$ cat src/rtl/s0_rs_enc_lfsr.sv
// Systematic RS(DATA_LEN+4, DATA_LEN) encoder over GF(2^8), poly 0x11D, t=2.
// Streams message symbols through, then appends parity P3..P0 from a 4-stage GF LFSR.
module s0_rs_enc_lfsr #(
    parameter int unsigned DATA_LEN = 16,
    parameter int unsigned CNT_W    = 8
) (
    input  logic       clk,
    input  logic       rst,
    input  logic [7:0] din,
    input  logic       din_valid,
    input  logic       din_sop,
    output logic       din_ready,
    output logic [7:0] dout,
    output logic       dout_valid,
    output logic       dout_sop,
    output logic       dout_eop,
    output logic       enc_done,
    output logic       enc_err
);
    localparam int unsigned     SYM_W    = 8;
    localparam logic [CNT_W-1:0] LAST_CNT = CNT_W'(DATA_LEN);
    localparam bit              ONE_SYM  = (DATA_LEN == 1);
    localparam logic [SYM_W-1:0] G3 = 8'h0F;
    localparam logic [SYM_W-1:0] G2 = 8'h36;
    localparam logic [SYM_W-1:0] G1 = 8'h78;
    localparam logic [SYM_W-1:0] G0 = 8'h40;

    typedef enum logic [2:0] {
        IDLE   = 3'b001,
        DATA   = 3'b010,
        PARITY = 3'b100
    } state_t;

    state_t state, state_nxt;

    logic             accept, sop_acc, load;
    logic [CNT_W-1:0] cnt, cnt_nxt, cnt_inc;
    logic [1:0]       pidx, pidx_nxt;
    logic [SYM_W-1:0] r3, r2, r1, r0;
    logic [SYM_W-1:0] r3_nxt, r2_nxt, r1_nxt, r0_nxt;
    logic [SYM_W-1:0] fb, b2, b1, b0;
    logic [SYM_W-1:0] dout_nxt;
    logic             dout_valid_nxt, dout_sop_nxt, dout_eop_nxt, enc_err_nxt;

    // GF(2^8) multiply; with a constant b this reduces to a small XOR network.
    function automatic logic [SYM_W-1:0] gmul(input logic [SYM_W-1:0] a,
                                              input logic [SYM_W-1:0] b);
        logic [SYM_W-1:0] p;
        logic [SYM_W-1:0] x;
        p = '0;
        x = a;
        for (int i = 0; i < SYM_W; i++) begin
            if (b[i]) p = p ^ x;
            x = {x[SYM_W-2:0], 1'b0} ^ (x[SYM_W-1] ? 8'h1D : 8'h00);
        end
        return p;
    endfunction

    assign din_ready = (state != PARITY);
    assign accept    = din_valid & din_ready;
    assign sop_acc   = accept & din_sop;
    assign load      = sop_acc | (accept & (state == DATA));
    assign cnt_inc   = cnt + CNT_W'(1);

    // State register
    always_ff @(posedge clk or posedge rst) begin
        if (rst) state <= IDLE;
        else     state <= state_nxt;
    end

    // Next-state logic
    always_comb begin
        state_nxt = state;
        unique case (state)
            IDLE: begin
                if (sop_acc) state_nxt = ONE_SYM ? PARITY : DATA;
            end
            DATA: begin
                if (sop_acc)                              state_nxt = ONE_SYM ? PARITY : DATA;
                else if (accept && (cnt_inc == LAST_CNT)) state_nxt = PARITY;
            end
            PARITY: begin
                if (pidx == 2'd3) state_nxt = IDLE;
            end
            default: state_nxt = IDLE;
        endcase
    end

    // Datapath and output next values; a sop restarts the LFSR from zero in the same cycle
    always_comb begin
        cnt_nxt        = cnt;
        pidx_nxt       = pidx;
        r3_nxt         = r3;
        r2_nxt         = r2;
        r1_nxt         = r1;
        r0_nxt         = r0;
        dout_nxt       = dout;
        dout_valid_nxt = 1'b0;
        dout_sop_nxt   = 1'b0;
        dout_eop_nxt   = 1'b0;
        enc_err_nxt    = 1'b0;
        b2             = din_sop ? 8'h00 : r2;
        b1             = din_sop ? 8'h00 : r1;
        b0             = din_sop ? 8'h00 : r0;
        fb             = din ^ (din_sop ? 8'h00 : r3);
        if (load) begin
            r3_nxt         = b2 ^ gmul(fb, G3);
            r2_nxt         = b1 ^ gmul(fb, G2);
            r1_nxt         = b0 ^ gmul(fb, G1);
            r0_nxt         = gmul(fb, G0);
            dout_nxt       = din;
            dout_valid_nxt = 1'b1;
            dout_sop_nxt   = din_sop;
            enc_err_nxt    = din_sop & (state == DATA);
            cnt_nxt        = din_sop ? CNT_W'(1) : cnt_inc;
            pidx_nxt       = 2'd0;
        end else if (state == PARITY) begin
            dout_nxt       = r3;
            r3_nxt         = r2;
            r2_nxt         = r1;
            r1_nxt         = r0;
            r0_nxt         = 8'h00;
            dout_valid_nxt = 1'b1;
            dout_eop_nxt   = (pidx == 2'd3);
            pidx_nxt       = pidx + 2'd1;
            if (pidx == 2'd3) cnt_nxt = '0;
        end
    end

    // Datapath and output registers
    always_ff @(posedge clk or posedge rst) begin
        if (rst) begin
            cnt        <= '0;
            pidx       <= '0;
            r3         <= '0;
            r2         <= '0;
            r1         <= '0;
            r0         <= '0;
            dout       <= '0;
            dout_valid <= 1'b0;
            dout_sop   <= 1'b0;
            dout_eop   <= 1'b0;
            enc_done   <= 1'b0;
            enc_err    <= 1'b0;
        end else begin
            cnt        <= cnt_nxt;
            pidx       <= pidx_nxt;
            r3         <= r3_nxt;
            r2         <= r2_nxt;
            r1         <= r1_nxt;
            r0         <= r0_nxt;
            dout       <= dout_nxt;
            dout_valid <= dout_valid_nxt;
            dout_sop   <= dout_sop_nxt;
            dout_eop   <= dout_eop_nxt;
            enc_done   <= dout_eop_nxt;
            enc_err    <= enc_err_nxt;
        end
    end

endmodule

$ cat config.mk
export PLATFORM = sky130hd
export DESIGN_NAME = s0_rs_enc_lfsr
export DESIGN_NICKNAME = d
export VERILOG_FILES = /design/src/rtl/s0_rs_enc_lfsr.sv
export SDC_FILE = /design/constraint.sdc
export NUM_CORES = 1
export LEC_CHECK = 0
export BUFFER_PORTS_ARGS = -buffer_cell sky130_fd_sc_hd__buf_4
export CORE_ASPECT_RATIO = 1.1
export CORE_MARGIN = 4
export CORE_UTILIZATION = 51
export CTS_BUF_LIST = sky130_fd_sc_hd__clkbuf_2 sky130_fd_sc_hd__clkbuf_4 sky130_fd_sc_hd__clkbuf_8
export DETAILED_ROUTE_END_ITERATION = 7
export GPL_ROUTABILITY_DRIVEN = 1
export HOLD_SLACK_MARGIN = 0.08
export PLACE_DENSITY = 0.8
export SYNTH_ARGS = -nofsm -noshare
export SYNTH_HDL_FRONTEND = slang
export SYNTH_SLANG_ARGS = --single-unit
$ cat constraint.sdc
create_clock -name clk -period 6.3 [get_ports clk]
set_input_delay 0.315 -clock clk [delete_from_list [all_inputs] [get_ports clk]]
set_output_delay 0.315 -clock clk [all_outputs]
set_load 0.02 [all_outputs]
# Word-level counts from Yosys, hierarchy flattened
# Index checks and enable logic that the tools add are counted.
# op_classes
eq_ne	9
n_addsub	2
muxes	49
reduce_logical	5
n_bitwise	24
# op_table
op	count
8-bit 2-to-1 mux	30
8-bit bitwise XOR	13
8-bit by 5-bit bitwise XOR with 8-bit output	6
5-bit 2-to-1 mux	6
3-bit 2-to-1 mux	4
3-bit one-hot mux with 3 select lines	1
8-bit by 1-bit adder with 8-bit output (second input constant)	1
8-bit by 5-bit equality test with 1-bit output (second input constant)	1
1-bit 2-to-1 mux	6
3-bit inequality test (second input constant)	2
1-bit bitwise AND	4
2-bit 2-to-1 mux	2
2-bit nonzero test	2
3-bit by 1-bit equality test with 1-bit output (second input constant)	1
3-bit by 2-bit equality test with 1-bit output (second input constant)	1
3-bit equality test (second input constant)	1
3-bit AND reduction	1
2-bit by 1-bit adder with 2-bit output (second input constant)	1
2-bit equality test (second input constant)	1
2-bit by 1-bit inequality test with 1-bit output (second input constant)	1
2-bit inequality test (second input constant)	1
2-bit AND reduction	1
1-bit logical AND	1
1-bit OR	1
# totals
input_bits	12
word_cells	101
register_bits	57
output_inout_bits	14

# Depth between registers and ports, before layout
# Gate-level depths: netlist of run 1.
# depth
word_depth	18
depth_mapped	9
mapped_depth_nobuf	8

# Worst setup path after synthesis of run 1
# No wires, ideal clock.
# synth_timing
kind	register to register
startpoint	register r3[5]
endpoint	register r2[2]
path_buffers	1
required_ns	6.173
stages_incl_launch_ff	9
setup_slack_ns	4.172
t_arrival_ns	2.001
period_less_slack_ns	2.128
setup_time_ns	0.127
cell_sequence	dfrtp_1 > buf_2 > xnor2_1 > nor2_4 > xor2_2 > xor3_2 > xnor2_1 > a211oi_1 > nand3b_1
# synth_between
elab_chain_cells	12
# synth_rtl
item	line_no	text
start, declared	39	logic [SYM_W-1:0] r3, r2, r1, r0;
start signal, assigned	148	r3 <= r3_nxt;
8-bit 2-to-1 mux	105	fb = din ^ (din_sop ? 8'h00 : r3);
8-bit bitwise XOR	105	
8-bit by 5-bit bitwise XOR with 8-bit output (2 in series)	54	x = {x[SYM_W-2:0], 1'b0} ^ (x[SYM_W-1] ? 8'h1D : 8'h00);
5-bit 2-to-1 mux	54	
8-bit by 5-bit bitwise XOR with 8-bit output (3 in series)	54	
8-bit bitwise XOR	53	if (b[i]) p = p ^ x;
8-bit 2-to-1 mux	106	if (load) begin
8-bit bitwise XOR	108	r2_nxt = b1 ^ gmul(fb, G2);
8-bit 2-to-1 mux	106	
end signal, assigned	149	r2 <= r2_nxt;
end, declared	39	
# No other way between the ends. The select of a mux whose other input is x is not followed.
# A chain may end at the register's enable or synchronous reset.

# Worst setup path in the final report of run 1
# layout_timing
startpoint	register state[0]
endpoint	register r2[4]
# layout_between
elab_chain_cells	5
word_cells_on_any_way	9
cone_classes	eq/ne (3); mux (1); bitwise (4); reduce/logical (1)
# layout_rtl
item	line_no	text
start, declared	34	state_t state, state_nxt;
start signal, assigned	68	else state <= state_nxt;
3-bit inequality test	59	assign din_ready = (state != PARITY);
1-bit bitwise AND	60	assign accept = din_valid & din_ready;
1-bit bitwise AND (on tied branches)	61, 62	
1-bit OR	62	assign load = sop_acc | (accept & (state == DATA));
8-bit 2-to-1 mux / 2-bit nonzero test (equally long branches)	n/a	
# Parallel ways exist; a longest one is shown, timed or not.

==> results.rst, run 1 <==
.. list-table::
   :header-rows: 1

   * - Metric
     - Value
   * - HP Class
     - input pin to asynchronous set/reset pin
   * - IO buf count
     - 25
   * - Number of enable flip-flop cells after synthesis
     - 0
   * - Total overflow reported by the global router
     - 0
   * - IR Drop Worst-Case VDD
     - 0.3138 mV
   * - RSZ-0062 raised after global routing
     - false
   * - Most used DFF post-synth
     - sky130_fd_sc_hd__dfrtp_1
   * - Critical R2R Launch
     - state[0]
   * - Max Cap Violations
     - 0
   * - Fmax
     - 0.3552 GHz
   * - Actual transition at the worst max-transition pin
     - 1.149 ns
   * - Final critical-path share of the clock period
     - 0.4469
   * - Share of the synthesized area in the top cell type
     - 0.3579
   * - Warning count from the yosys run
     - 0
   * - Count of endpoints failing hold in the final timing report
     - 0
   * - Root buffer cell
     - sky130_fd_sc_hd__clkbuf_8
   * - Residual DRC
     - 0
   * - Total inserted antenna cells
     - 0
   * - Netlist cell types
     - 54
   * - Worst setup EP type
     - flip-flop
   * - Outcome
     - completed
   * - Share of synthesized registers carrying an async set or reset
     - 1.000
   * - Startpoint type of the worst setup path
     - flip-flop
   * - Via Count
     - 2987
   * - Worst skew pair latency
     - 0.34 ns
   * - Detailed Route WL
     - 8715 um
   * - Global-route wire length before repair
     - 14730 um
   * - Total nets after synthesis
     - 424
   * - DIE AREA
     - 9144 um^2
   * - Buffer count from post-CTS setup fixing
     - 0
   * - Std-Cell Rows
     - 33
   * - H-tree levels
     - 3
   * - CP max-delay cell
     - sky130_fd_sc_hd__nand3_1
   * - Worst Path Arrival
     - 3.03 ns
   * - Final period demand of the worst path
     - 2.815 ns
   * - Startpoint of the most critical setup path
     - state[0]
   * - Vias in the first global route
     - 2963
   * - Number of nets with antenna violations after routing
     - 0
   * - Total track usage
     - 0.2035
   * - Via count normalized by instance count
     - 5.625
   * - Static leakage power
     - 1.890 nW
   * - Maximum clock skew at final layout
     - 0.007888 ns
   * - Initial DRC count
     - 256
   * - Routed len/inst
     - 16.41 um
   * - Count of state elements after synthesis
     - 57
   * - Die extent in y
     - 99.89 um
   * - Synth-to-layout area growth
     - 10.58%
   * - Highest fanout seen on the critical path
     - 31
   * - Fin Hold WS
     - 0.1733 ns
   * - Max_slew headroom
     - 0.2322
   * - Syn Area/Cell
     - 9.572 um^2
   * - Overall die width
     - 91.54 um
   * - Worst EP required
     - 6.52 ns
   * - Number of nets at the end of the flow
     - 438
   * - Clock tree buffer depth
     - 2
   * - Clock tree from TritonCTS
     - yes
   * - Maximum number of pins on one net before global-route repair
     - 58
   * - I/O pin cnt
     - 26
   * - Final Wtd Congestion
     - 0.8243
   * - Number of sinks on the clock net
     - 57
   * - Final worst setup slack
     - 3.485 ns
   * - Combined area of all synthesized cells
     - 3915 um^2
   * - Number of instances in the synthesized netlist
     - 409
   * - Share of post-route cells with drive strength above 1
     - 0.1667
   * - Total iterations of the first detailed-routing run
     - 4
   * - Final slew viol count
     - 0
   * - Largest area contributor in the synthesized netlist
     - sky130_fd_sc_hd__dfrtp_1
   * - Post-route total power
     - 0.002263 W
   * - Core area
     - 7473 um^2
   * - Clock buffer count from CTS
     - 9
   * - Post-synthesis sequential area ratio
     - 0.3647
   * - Cell type group with the largest total delay on the critical path
     - simple AND/OR/NAND/NOR gates
   * - Total setup violations reported at the end of the flow
     - 0
   * - Starting density of the core
     - 0.5239
   * - Clock transition at the registers of the reported paths
     - 0.06 ns
   * - Critical path's largest stage delay
     - 0.82 ns
   * - Setup Total Neg Slack
     - 0 ns
   * - Antenna violations before repair
     - 0
   * - Power per cell area
     - 522.6 nW/um^2
   * - Number of buffers inserted for hold repair after clock tree synthesis
     - 0
   * - Kind of critical path
     - flip-flop to flip-flop
   * - Area contributors post-synth
     - sky130_fd_sc_hd__dfrtp_1 36%, sky130_fd_sc_hd__xnor2_1 14%, sky130_fd_sc_hd__nand2_1 5.8%
   * - Total of cells resized after clock tree synthesis
     - 0
   * - Worst-case setup slack after placement
     - 3.517 ns
   * - HPWL reported at the end of detailed placement
     - 5785 um
   * - Critical path buffer and inverter count
     - 2
   * - Cell-by-cell listing of the critical path
     - nor3_2 -> buf_4 -> inv_2 -> nand3_1 -> o2111ai_1 -> or3b_1
## synth_stat cells (5+ instances only)
master and count:
sky130_fd_sc_hd__clkbuf_1 11, sky130_fd_sc_hd__xnor2_2 7, sky130_fd_sc_hd__nand2b_1 5, sky130_fd_sc_hd__dfrtp_1 56
sky130_fd_sc_hd__a22oi_1 10, sky130_fd_sc_hd__inv_1 8, sky130_fd_sc_hd__xnor3_1 5, sky130_fd_sc_hd__xnor2_1 61
sky130_fd_sc_hd__nand3_1 8, sky130_fd_sc_hd__a21oi_1 11, sky130_fd_sc_hd__nor2b_1 10, sky130_fd_sc_hd__a211oi_1 7
sky130_fd_sc_hd__buf_2 12, sky130_fd_sc_hd__nand4_1 6, sky130_fd_sc_hd__xor2_1 9, sky130_fd_sc_hd__nor2_1 24
sky130_fd_sc_hd__nand3b_1 6, sky130_fd_sc_hd__o21ai_0 24, sky130_fd_sc_hd__nand2_1 61, sky130_fd_sc_hd__a32oi_1 5
## metrics by stage
stage	instances	utilization	area, um^2
CTS	531	0.5793	4329
floorplan	409	-	3915
detailed placement	517	0.5548	4146
global placement	517	0.5548	4146
global route	531	0.5793	4329
finish	531	0.5793	4329
## kinds of logic (layout without fill, tap and decap cells)
| group | count (synthesis) | after routing | synth area share |
|---|---|---|---|
| compound gates | 79 | 79 | 0.1310 |
| xor+xnor | 93 | 93 | 0.2749 |
| fa+ha+maj | 3 | 3 | 0.009589 |
| buf+inv | 35 | 52 | 0.04027 |
| flops | 57 | 57 | 0.3647 |
| mux | 3 | 3 | 0.007990 |
| simple gates | 139 | 139 | 0.1716 |
## tightest hold or removal path: stages
cell and delay, ns:
sky130_fd_sc_hd__buf_4 0.11, sky130_fd_sc_hd__inv_2 0.04, sky130_fd_sc_hd__buf_4 0.56
## power breakdown
part           internal [W]  leakage, nW  total, W  switching (W)
clock              0.000187       0.0978  0.000335       0.000148
sequential         0.000487        0.717  0.000621       0.000134
combinational      0.000671         1.08   0.00131       0.000635
total               0.00135         1.89   0.00226       0.000917
## path summary, 6_finish.rpt
path | slack (ns) | cells past startpoint | to
max | 3.48 | 6 | r2[4]
min | 0.17 | 3 | r1[0]
max reg2reg | 3.48 | 6 | r2[4]
min reg2reg | 0.49 | 2 | r0[2]
max in group asynchronous | 5.60 | 3 | r2[5]
min in group clk | 0.23 | 3 | dout[0]
## layout make-up
| type | instances | area, um^2 |
|---|---|---|
| Inverter | 9 | 33.78 |
| Multi-Input combinational cell | 317 | 2336 |
| Sequential cell | 57 | 1428 |
| Fill cell | 624 | 3144 |
| Clock buffer | 10 | 137.6 |
| Tap cell | 105 | 131.4 |
| Clock inverter | 4 | 45.04 |
| Timing Repair Buffer | 29 | 217.7 |
## flip-flops by register name, summed over array words and instances, names as in the netlist
name and cells:
cnt 8, dout 8, dout_sop 1, dout_valid 1, enc_done 1, enc_err 1
pidx 2, r0 8, r1 8, r2 8, r3 8, state 3
## routing by layer
metal | GRT usage | routed length, um
met5 | 0 | 0
met4 | 0.07657 | 169
met3 | 0.04273 | 541
met2 | 0.3249 | 4260
met1 | 0.2740 | 3744
## cell usage in the layout (no fill, tap or decap), types with 3 or more instances in the layout
master	instances
sky130_fd_sc_hd__nor2_1	24
sky130_fd_sc_hd__nor2b_1	9
sky130_fd_sc_hd__clkinv_2	3
sky130_fd_sc_hd__xor3_1	3
sky130_fd_sc_hd__nand3b_1	6
sky130_fd_sc_hd__a211oi_1	7
sky130_fd_sc_hd__xnor2_1	61
sky130_fd_sc_hd__and3_1	4
sky130_fd_sc_hd__inv_1	7
sky130_fd_sc_hd__o21ai_1	3
sky130_fd_sc_hd__nand3_1	8
sky130_fd_sc_hd__xor2_1	9
sky130_fd_sc_hd__nor3_1	3
sky130_fd_sc_hd__buf_4	29
sky130_fd_sc_hd__o21ai_0	24
sky130_fd_sc_hd__xnor3_1	5
sky130_fd_sc_hd__dfrtp_1	56
sky130_fd_sc_hd__nand4_1	6
sky130_fd_sc_hd__o31ai_1	4
sky130_fd_sc_hd__xnor2_2	7
sky130_fd_sc_hd__a32oi_1	5
sky130_fd_sc_hd__nand2b_1	5
sky130_fd_sc_hd__nand2_1	61
sky130_fd_sc_hd__ha_1	3
sky130_fd_sc_hd__clkbuf_8	10
sky130_fd_sc_hd__a22oi_1	10
sky130_fd_sc_hd__xor2_2	4
sky130_fd_sc_hd__a22o_1	4
sky130_fd_sc_hd__a21oi_1	10
Note: power is estimated with default switching activity, not from simulation.
==> inputs of run 2 (changes only) <==
- ABC_AREA: default -> 1
- PLACE_DENSITY: 0.8 -> 0.83
- clock period: 6.3 -> 2.5 ns (I/O delays scaled with it)
==> run 2 against run 1 <==
Net effect:
- cell area is 8.6% higher
- setup slack got worse by 3.4 ns
- largest cell class unchanged
- global-route usage up 3.7 points
- highest routed layer unchanged
- die area rose by 4.2%
- sequential share of layout area decreased by 2.6 points
- final cell count is 35% higher
- register-to-register slack lost 3.2 ns
- synthesized cell count increased by 39%
- routed wire length increased by 23%
- critical endpoint is now r1[7]
- worst hold slack lost 0.028 ns
- combinational power rose by 110%
- flip-flop and latch count is the same
==> results.rst, run 2 <==
.. list-table::
   :header-rows: 1

   * - Metric
     - Value
   * - Simple-gate share of the synthesized area
     - 0.4240
   * - Fmax
     - 0.4198 GHz
   * - Fraction of the mapped netlist area in compound gates
     - 0.07796
   * - Netlist cell types
     - 45
   * - Number of sinks on the clock net
     - 57
   * - Outcome
     - completed
   * - Via count normalized by instance count
     - 5.499
   * - Total track usage
     - 0.2410
   * - Startpoint type of the worst setup path
     - input pin
   * - Multi-input logic area
     - 2356 um^2
   * - Number of enable flip-flop cells after synthesis
     - 0
   * - I/O pin cnt
     - 26
   * - Critical R2R Launch
     - state[0]
   * - Highest fanout seen on the critical path
     - 14
   * - Largest area contributor in the synthesized netlist
     - sky130_fd_sc_hd__dfrtp_1
   * - Number of nets with antenna violations after routing
     - 0
   * - DIE AREA
     - 9524 um^2
   * - Count of state elements after synthesis
     - 57
   * - Post-synthesis adder-cell area fraction
     - 0.009172
   * - R2R setup slack
     - 0.30 ns
   * - Total setup violations reported at the end of the flow
     - 0
   * - H-tree levels
     - 3
   * - Filler Cell Count
     - 713
   * - Share of post-route cells with drive strength above 1
     - 0.1987
   * - Routed len/inst
     - 14.94 um
   * - Fin Hold WS
     - 0.1452 ns
   * - Worst-case hold path end point
     - dout[6]
   * - Core area
     - 7870 um^2
   * - Syn Area/Cell
     - 7.205 um^2
   * - Global-route wire length before repair
     - 18220 um
   * - Max Cap Violations
     - 0
   * - Via Count
     - 3943
   * - Most used DFF post-synth
     - sky130_fd_sc_hd__dfrtp_1
   * - Std-Cell Rows
     - 34
   * - Antenna violations before repair
     - 0
   * - Count of endpoints failing hold in the final timing report
     - 0
   * - Post-synthesis sequential area ratio
     - 0.3488
   * - Hold-critical path depth
     - 3
   * - Starting density of the core
     - 0.5200
   * - Final period demand of the worst path
     - 2.382 ns
   * - Overall die width
     - 93.41 um
   * - Clock transition at the registers of the reported paths
     - 0.08 ns
   * - Static leakage power
     - 2.399 nW
   * - Final slew viol count
     - 0
   * - Residual DRC
     - 0
   * - Initial DRC count
     - 219
   * - Share of synthesized registers carrying an async set or reset
     - 1.000
   * - Maximum number of pins on one net before global-route repair
     - 58
   * - Worst skew pair latency
     - 0.35 ns
   * - Combined area of all synthesized cells
     - 4093 um^2
   * - Die extent in y
     - 102.0 um
   * - Root buffer cell
     - sky130_fd_sc_hd__clkbuf_8
   * - Clock tree buffer depth
     - 2
   * - Cell with the most instances after synthesis
     - sky130_fd_sc_hd__nand2_1
   * - Share of the synthesized area in the top cell type
     - 0.3424
   * - Final critical-path share of the clock period
     - 0.9529
   * - Maximum clock skew at final layout
     - 0.009918 ns
   * - Worst setup EP type
     - flip-flop
   * - Clock tree from TritonCTS
     - yes
   * - RSZ-0062 raised after global routing
     - false
   * - Total inserted antenna cells
     - 0
   * - Final Wtd Congestion
     - 0.9147
   * - Synth-to-layout area growth
     - 14.89%
   * - Kind of critical path
     - input pin to flip-flop
   * - Power per cell area
     - 1138 nW/um^2
   * - Min-Delay Startpoint
     - din[6]
   * - Clock buffer count from CTS
     - 9
   * - Number of instances in the synthesized netlist
     - 568
   * - HP Class
     - input pin to flip-flop
   * - Xor/xnor share of the synthesized area
     - 0.05992
   * - Multiplexer share of the synthesized area
     - 0
   * - Max_slew headroom
     - 0.5134
   * - Total iterations of the first detailed-routing run
     - 5
   * - Worst Path Arrival
     - 2.62 ns
   * - Total overflow reported by the global router
     - 0
   * - Post-route total power
     - 0.005352 W
   * - Commonest non-fill, non-tap cells in the layout
     - 217 x sky130_fd_sc_hd__nand2_1, 62 x sky130_fd_sc_hd__nand3_1, 56 x sky130_fd_sc_hd__dfrtp_1, 41 x sky130_fd_sc_hd__inv_1, 34 x sky130_fd_sc_hd__buf_4
   * - Vias in the first global route
     - 3984
   * - Commonest cells post-synth
     - 217 x sky130_fd_sc_hd__nand2_1, 62 x sky130_fd_sc_hd__nand3_1, 56 x sky130_fd_sc_hd__dfrtp_1, 42 x sky130_fd_sc_hd__inv_1, 33 x sky130_fd_sc_hd__nand2_2
   * - Total nets after synthesis
     - 583
   * - Warning count from the yosys run
     - 0
   * - Worst EP required
     - 2.74 ns
   * - HPWL reported at the end of detailed placement
     - 7846 um
   * - IO buf count
     - 25
   * - Commonest non-fill, non-tap cell in the layout
     - sky130_fd_sc_hd__nand2_1
   * - Worst reg2reg path endpoint
     - r3[5]
   * - IR Drop Worst-Case VDD
     - 0.4029 mV
   * - Path depth of the worst reg2reg path
     - 10
   * - Area contributors post-synth
     - sky130_fd_sc_hd__dfrtp_1 34%, sky130_fd_sc_hd__nand2_1 20%, sky130_fd_sc_hd__nand3_1 7.6%
   * - Largest family of logic cells by synthesized area
     - simple AND/OR/NAND/NOR gates
   * - Detailed Route WL
     - 10720 um
   * - Area taken by flip-flops and latches
     - 1428 um^2
   * - Actual transition at the worst max-transition pin
     - 0.7298 ns
   * - Number of nets at the end of the flow
     - 619
run 2: changes by cell type in the layout (fill, tap and decap cells not counted), moves of 16 or more:
cell                      delta
sky130_fd_sc_hd__nand2_1   +156
sky130_fd_sc_hd__nor2_1     -16
sky130_fd_sc_hd__nand3_1    +54
sky130_fd_sc_hd__inv_1      +34
sky130_fd_sc_hd__xnor2_1    -54
sky130_fd_sc_hd__nand2_2    +32
run 2: worst max-delay path by stage:
stage / start / end / slack (ns)
finish: din_sop / r1[7] / 0.12
global route: din_sop / r3[4] / 0.04
CTS: din_sop / r1[7] / 0.1
detailed placement: state[1] / r2[7] / -0.11
global placement: state[1] / r1[3] / -0.005
floorplan: state[0] / r3[2] / 0.69
run 2: critical path, cell delays in order:
cell,delay [ns]
sky130_fd_sc_hd__dlygate4sd3_1,0.55
sky130_fd_sc_hd__buf_4,0.16
sky130_fd_sc_hd__inv_4,0.15
sky130_fd_sc_hd__nand2_1,0.07
sky130_fd_sc_hd__nand2_1,0.08
sky130_fd_sc_hd__nand2_2,0.13
sky130_fd_sc_hd__inv_2,0.16
sky130_fd_sc_hd__nand2_1,0.08
sky130_fd_sc_hd__nand2_2,0.15
sky130_fd_sc_hd__xor2_2,0.39
sky130_fd_sc_hd__nand3_1,0.24
sky130_fd_sc_hd__nand3_2,0.14
sky130_fd_sc_hd__nand2_1,0.06
sky130_fd_sc_hd__nand3_1,0.07
sky130_fd_sc_hd__nand2_1,0.07
run 2: logic make-up after synthesis:
| family | count (synthesis) |
|---|---|
| compound gates | 55 |
| xor+xnor | 22 |
| fa+ha+maj | 3 |
| buf+inv | 71 |
| flops | 57 |
| simple gates | 360 |
run 2: where the power goes:
| group | internal (W) | switching, W |
|---|---|---|
| Sequential | 0.00129 | 0.000304 |
| Clock | 0.000569 | 0.000433 |
| Combinational | 0.000959 | 0.00180 |
| Total | 0.00281 | 0.00254 |
run 2: timing repair:
item,CTS,global route
setup endpoints to repair,19,8
resized for setup,0,2
endpoints found under the hold margin,64,0
pin swaps,1,0
hold buffers,9,0
setup buffers,1,0
run 2: layout make-up:
cell class | instances | area share
multi-input combinational | 440 | 0.5011
sequential | 57 | 0.3036
timing repair buffer | 43 | 0.07344
inverter | 53 | 0.04497
tap | 108 | 0.02874
clock buffer | 9 | 0.02634
clock inverter | 7 | 0.02182
run 2: through the flow:
stage	utilization	TNS [ns]	std cells	instance area (um^2)	setup slack, ns
after global placement	0.5560	-0.01361	691	4375	-0.004659
after floorplan	-	0	568	4093	0.6852
after global routing	0.5975	0	717	4702	0.03569
final	0.5975	0	717	4702	0.1178
after detailed placement	0.5560	-0.4951	691	4375	-0.1100
after CTS	0.5971	0	717	4700	0.09614
run 2: layer usage:
layer	GRT usage	share of wire	vias to the layer above
met5	0	0	-
met2	0.4329	0.52	137
met4	0.08343	0.023	0
met3	0.04418	0.056	24
met1	0.2895	0.41	1884
li1	-	-	1898
